==> config.mk <==
export PLATFORM = sky130hd
export DESIGN_NAME = abs_diff_arbiter
export DESIGN_NICKNAME = d
export VERILOG_FILES = /design/src/rtl/abs_diff_arbiter.sv
export SDC_FILE = /design/constraint.sdc
export NUM_CORES = 1
export LEC_CHECK = 0
export CAP_MARGIN = 20
export CELL_PAD_IN_SITES_DETAIL_PLACEMENT = 0
export CELL_PAD_IN_SITES_GLOBAL_PLACEMENT = 1
export CORE_UTILIZATION = 36
export DETAILED_ROUTE_END_ITERATION = 8
export PLACE_DENSITY = 0.93
export SLEW_MARGIN = 20
export SYNTH_ARGS = -nofsm -noshare
export SYNTH_HDL_FRONTEND = slang
export SYNTH_SLANG_ARGS = --single-unit
export TNS_END_PERCENT = 5
==> constraint.sdc <==
create_clock -name clk -period 3.9 [get_ports clk]
set_input_delay 0.585 -clock clk [delete_from_list [all_inputs] [get_ports clk]]
set_output_delay 0.585 -clock clk [all_outputs]
set_load 0.02 [all_outputs]
==> src/rtl/abs_diff_arbiter.sv <==
// Round-robin arbiter feeding one shared 4-bit absolute-difference unit.
// A grant latches the operands; the result is held until the consumer accepts it.
module abs_diff_arbiter #(
    parameter int unsigned NREQ = 4
) (
    input  logic                 clk,
    input  logic                 rst_n,
    input  logic [NREQ-1:0]      req_valid,
    input  logic [4*NREQ-1:0]    req_a,
    input  logic [4*NREQ-1:0]    req_b,
    output logic [NREQ-1:0]      req_ready,
    output logic                 rsp_valid,
    output logic [7:0]           rsp_diff,
    output logic [1:0]           rsp_id,
    input  logic                 rsp_ready,
    output logic                 busy
);

    typedef enum logic [1:0] {IDLE, CALC, HOLD} state_t;

    state_t     state;
    logic [1:0] ptr;
    logic [1:0] win_idx;
    logic       win_found;
    logic [3:0] op_a;
    logic [3:0] op_b;
    logic [1:0] op_id;
    logic [3:0] valid_ext;
    logic [3:0] grant_ext;
    logic [15:0] a_ext;
    logic [15:0] b_ext;
    logic [1:0] cand;

    assign valid_ext = 4'(req_valid);
    assign a_ext     = 16'(req_a);
    assign b_ext     = 16'(req_b);

    // First valid requester at or after ptr, wrapping modulo NREQ.
    always_comb begin
        win_found = 1'b0;
        win_idx   = '0;
        cand      = '0;
        for (int unsigned i = 0; i < NREQ; i++) begin
            cand = 2'((32'(ptr) + i) % NREQ);
            if (!win_found && valid_ext[cand]) begin
                win_found = 1'b1;
                win_idx   = cand;
            end
        end
    end

    // Grant is combinational so the transfer completes in the request cycle;
    // gated by rst_n so it is forced low while reset is held.
    always_comb begin
        grant_ext = '0;
        if (rst_n && state == IDLE && win_found)
            grant_ext[win_idx] = 1'b1;
    end

    assign req_ready = grant_ext[NREQ-1:0];
    assign busy      = (state != IDLE);

    always_ff @(posedge clk or negedge rst_n) begin
        if (!rst_n) begin
            state     <= IDLE;
            ptr       <= '0;
            op_a      <= '0;
            op_b      <= '0;
            op_id     <= '0;
            rsp_valid <= 1'b0;
            rsp_diff  <= '0;
            rsp_id    <= '0;
        end else begin
            case (state)
                IDLE: begin
                    if (win_found) begin
                        op_a  <= a_ext[{win_idx, 2'b00} +: 4];
                        op_b  <= b_ext[{win_idx, 2'b00} +: 4];
                        op_id <= win_idx;
                        ptr   <= (win_idx == 2'(NREQ - 1)) ? 2'd0 : win_idx + 2'd1;
                        state <= CALC;
                    end
                end
                CALC: begin
                    rsp_diff  <= {4'b0000, (op_a > op_b) ? (op_a - op_b) : (op_b - op_a)};
                    rsp_id    <= op_id;
                    rsp_valid <= 1'b1;
                    state     <= HOLD;
                end
                HOLD: begin
                    if (rsp_ready) begin
                        rsp_valid <= 1'b0;
                        state     <= IDLE;
                    end
                end
                default: state <= IDLE;
            endcase
        end
    end

endmodule

* After elaboration in Yosys (flattened, before gate mapping)
Index checks and enable logic that the tools add are counted.
Storage, ports and cells: memory bits (writable) 0, bits in registers 21, ROM bits 0, bits of input ports 39, latch bits 0, logic and storage cells 69, memories 0, output and inout port bits 16
Operators by class: reduce and logical (&&, ||, !) cells 15, add/sub/neg operators 6, $mul 0, div/mod/pow operators 0, muxes and demuxes 26, order comparisons 7, shift operators 2, equality and inequality tests 5, bitwise operators 0
Operator list (count):
- indexed part select 16 x 5 -> 4 bit | 2
- less-than comparator 2 x 3 -> 1 bit, second input constant | 5
- 2-to-1 mux 2 bit | 7
- 2-to-1 mux 1 bit | 10
- binary-select mux 1 bit (select 2 bit) | 4
- 2-to-1 mux 4 bit | 2
- subtractor 4 bit | 2
- logical AND 1 bit | 6
- one-hot mux 2 bit (3 select lines) | 1
- AND reduction 2 bit | 3
- adder 2 x 1 -> 2 bit, second input constant | 2
- adder 2 bit, second input constant | 2
- == test 2 bit, second input constant | 2
- greater-than comparator 4 bit | 1
- != test 2 bit, second input constant | 2
- nonzero test 2 bit | 2
- logical NOT 1 bit | 3
- demux 1 bit (select 2 bit) | 1
- == test 2 x 1 -> 1 bit, second input constant | 1
- greater-or-equal comparator 2 x 1 -> 1 bit, second input constant | 1
- logical NOT 2 bit | 1
- one-hot mux 1 bit (2 select lines) | 1

* Longest topological paths before layout
depth in word-level cells 17, gate-level depth with buffers 9

* Least setup slack after synthesis
No wires, ideal clock.
kind in2out, start point input port req_valid[1], end point output port req_ready[1], arrival time 1.885 ns, data required time 3.315 ns, buffers on the path 2, stages on the path 8, slack 1.430 ns, path through nor2_2 > and4b_1 > buf_2 > nor2_2 > buf_6 > inv_1 > ha_1 > and3_1
On the way: word-level cells in the longest chain between the ends 17
Ends and longest elaborated chain:
- start, declared | line 8 | input logic [NREQ-1:0] req_valid,
- binary-select mux 1 bit (select 2 bit) | line 45 | if (!win_found && valid_ext[cand]) begin
- 2-to-1 mux 1 bit (implied by the code) | line 45
- 2-to-1 mux 1 bit | line 45
- logical NOT 1 bit | line 45
- logical AND 1 bit | line 45
- 2-to-1 mux 1 bit | line 45
- logical NOT 1 bit | line 45
- logical AND 1 bit | line 45
- [2 not listed]
- logical AND 1 bit | line 45
- 2-to-1 mux 2 bit (*) | line 45
- net win_idx[0] | line 23 | logic [1:0] win_idx;
- less-than comparator 2 x 3 -> 1 bit (implied by the code) / greater-or-equal comparator 2 x 1 -> 1 bit (equally long branches) | line 57 | grant_ext[win_idx] = 1'b1;
- logical AND 1 bit (implied by the code) | line 57
- 2-to-1 mux 1 bit (implied by the code) | line 57
- demux 1 bit (select 2 bit) (*) | line 57
- 2-to-1 mux 4 bit (*) | line 56 | if (rst_n && state == IDLE && win_found)
- end, declared | line 11 | output logic [NREQ-1:0] req_ready,
The timed path passes the listed nets; every way through them passes the cells marked *. The select of a mux whose other input is x is not followed.

* Final worst setup path
start point input port req_valid[1], end point output port req_ready[3]
Same word-level chain as after synthesis.

==> results.md <==
- Vias per inst: between 4 and 5
- Max-cap violations: 0
- Post-synth EDFFs: 0
- Count of pins on the block boundary: 55
- Area of the core: 4144 sq um
- Maximum fanout along the worst path: 8
- Total placed cells including tap cells: 273
- Count of buffers inserted at the top-level ports: 50
- Die Footprint: 4720 sq um
- Type of origin of the critical path: input port
- Chip Width: 68.70 microns
- Util after Layout: a little over half
- Final count of pins violating max slew: 0
- Root cell of the clock tree: clkbuf_8
- Cell taking the most area after synthesis: dfrtp_1
- Post-route antenna net violation count: 0
- Type of the worst setup path: input port to output pin
- Growth of design area from synthesis to finish: 35.94%
- Wirelength, routed: about 3500 microns
- Prevailing post-synth register cell: dfrtp_1
- Global route total overflow: 0
- Cells taking the most area after synthesis: dfrtp_1 (33%), ha_1 (8.6%), mux2_4 (5.6%), nand3_1 (5.3%), nand2_1 (4.9%)
- Count of H-tree levels built during CTS: 1
- Clock period minus final worst setup slack: roughly 3.4 ns
- Cell with the largest stage delay on the worst path: clkdlybuf4s50_1
- Routed via count: around 1400
- Flop and latch count out of synthesis: 21
- Post-synthesis cell type count: between 40 and 50
- Synthesized instance count: around 180
- Type of destination of the critical path: output pin
- Area share of the largest cell type after synthesis: between 30% and 40%
- Class of the tightest hold or removal check: flip-flop to flip-flop
- DR WL/cell: approximately 13 microns
- Die H: slightly below 70 microns
- Count of final setup violators: 0
- CTS hold repair buffers: 0
- Antenna violations before repair: 0
- Synth Area per Inst: 9.048 sq um
- Overall global routing resource usage: 16.06%
- Share of the yosys chip area belonging to registers: 32.81%
- Aggregate negative setup slack: 0 ns
- CP delay by family, top: buffers and inverters
- Result of the run: complete, no violations
- Max Root-Sink Buffers: 2
- Synthesis Warnings: 0
- Final net count: 280
- Ratio of total power to cell area: 732.0 nW/um^2
- Total cell area at the placement stage: 2132 sq um
- Series of cell instances along the critical path: clkdlybuf4s50_1 > nor2_2 > and4b_1 > nor2_2 > inv_1 > ha_1 > and3_1 > clkdlybuf4s50_1
- Fraction of final layout cells sized beyond drive strength 1: approximately 8.4%
- Min-delay src: rsp_diff[1]
- Source-to-sink clock delay at the later pin of the worst-skew pair: approximately 0.26 ns
- Leakage component of the power: around 1 nW
- GPL Wtd Cong: about 0.85
- Wire length of the first global-routing pass: between 5000 and 6000 microns
- Delay of the slowest cell on the worst path: between 0.5 and 0.6 ns
- Peak supply drop: between 0.2 and 0.3 mV
- Total clock sinks: 21
- Commonest cells post-synth: dfrtp_1 (21), nand2_1 (21), nand3_1 (17), inv_1 (16), o21ai_0 (14)
- Non-filler instance count after layout: 277
- Netlist area before placement: 1602 sq um
- Number of hold violations in the final report: 0
- Post-Layout Inst Area: between 2000 and 2500 sq um
- Worst setup path startpoint: req_valid[1]
- Floorplan row count: 23
- CTS tree: done
- RSZ-0062 raised after global routing: no
- Cts repair resizes: 0
- Detail Placement HPWL: between 2000 and 3000 microns
- Via count of the first global-routing pass: ~1200
- Required time of the worst setup path: between 3 and 4 ns
- Worst path bufs/invs: 3
- Starting utilization of the core area: between 30% and 40%
- Clock slew seen by the registers of the worst setup and hold paths: 0.07 ns
- Fmax: between 0.2 and 0.3 GHz
- Period utilisation layout: ~88%
- Num CTS Buffers: 3
- Total inserted antenna cells: 0
- Smallest hold slack: between 0.4 and 0.5 ns
- Data arrival time of the worst path: between 2 and 3 ns
- First-iteration detailed-routing DRC count: roughly 100
- Post-CTS Setup Repair Bufs: 0
- Maximum number of pins on one net before global-route repair: 22
- Residual DRC count: 0
- Launch instance of the worst register-to-register path: ptr[0]
- Fin Clk Skew: about 0.0011 ns
- Async SR Flop Fraction: 100.0%
- Number of detailed-route iterations in the first pass: 4
## through the flow
step           setup slack, ns  power, mW
4_1_cts                 0.4645      1.604
2_1_floorplan            1.430      1.167
3_5_place_dp            0.4659      1.457
3_3_place_gp            0.5314      1.435
5_1_grt                 0.3405      1.745
6_report                0.4849      1.594
## worst reg2reg max path: stages (launching register included)
cell and delay (ns):
dfrtp_1 0.43, nor2b_1 0.33, nor4_4 0.12, nor2_2 0.21
buf_4 0.26, mux2_2 0.36, o221a_2 0.24
## report_power, final
part,switching [mW],total (mW),internal (mW)
Combinational,0.537,1.03,0.489
Sequential,0.0964,0.426,0.330
Clock,0.0689,0.142,0.0729
## metal layers
layer,global-route usage [%],vias to the layer above,share of wire [%]
met1,23.10,609,48
met5,0,-,0
met2,24.51,44,45
met3,1.645,6,5.1
met4,6.378,0,1.3
li1,-,719,-
## final cells by class
| cell class | instances | area, sq um |
|---|---|---|
| Fill cell | 390 | 1967 |
| Multi-Input combinational cell | 134 | 968.4 |
| Sequential cell | 21 | 525.5 |
| Timing Repair Buffer | 52 | 515.5 |
| Tap cell | 50 | 62.56 |
| Inverter | 16 | 60.06 |
| Clock buffer | 4 | 45.04 |
## sequential cells by signal, indices dropped and copies added, names as in the netlist
signal,cells
op_id,2
rsp_diff,4
ptr,2
rsp_valid,1
op_b,4
rsp_id,2
op_a,4
state,2
## worst paths after layout
path                       slack (ns)  cells past startpoint      endpoint
max                              0.48                      8  req_ready[3]
min                              0.47                      2   rsp_diff[1]
max reg2reg                      1.82                      6       op_b[1]
min reg2reg                      0.47                      2   rsp_diff[1]
max in group asynchronous        2.91                      2       op_b[0]
min in group asynchronous        0.78                      2        ptr[1]
## placed cells by master, fill, tap and decap left out, drive strengths merged, types with 4 or more instances in the layout
cell and count:
nor2b 5, and3 4, a21o 5, mux2 7, o221a 7, o21ai 14
ha 11, clkdlybuf4s50 50, inv 16, conb 4, dfrtp 21, nand3 17
nor2 8, nand2 21, a21oi 5, clkbuf 4
## cell families (layout without fill, tap and decap cells)
| logic type | count (synthesis) | count (layout) | synth area share, % |
|---|---|---|---|
| other cells | 1 | 4 | 0.2342 |
| simple gates | 65 | 65 | 21.41 |
| flops | 21 | 21 | 32.81 |
| buf+inv | 25 | 72 | 7.422 |
| fa+ha+maj | 13 | 13 | 11.09 |
| compound gates | 43 | 43 | 19.45 |
| mux | 9 | 9 | 7.578 |
Power figures use the tool's default switching activity.
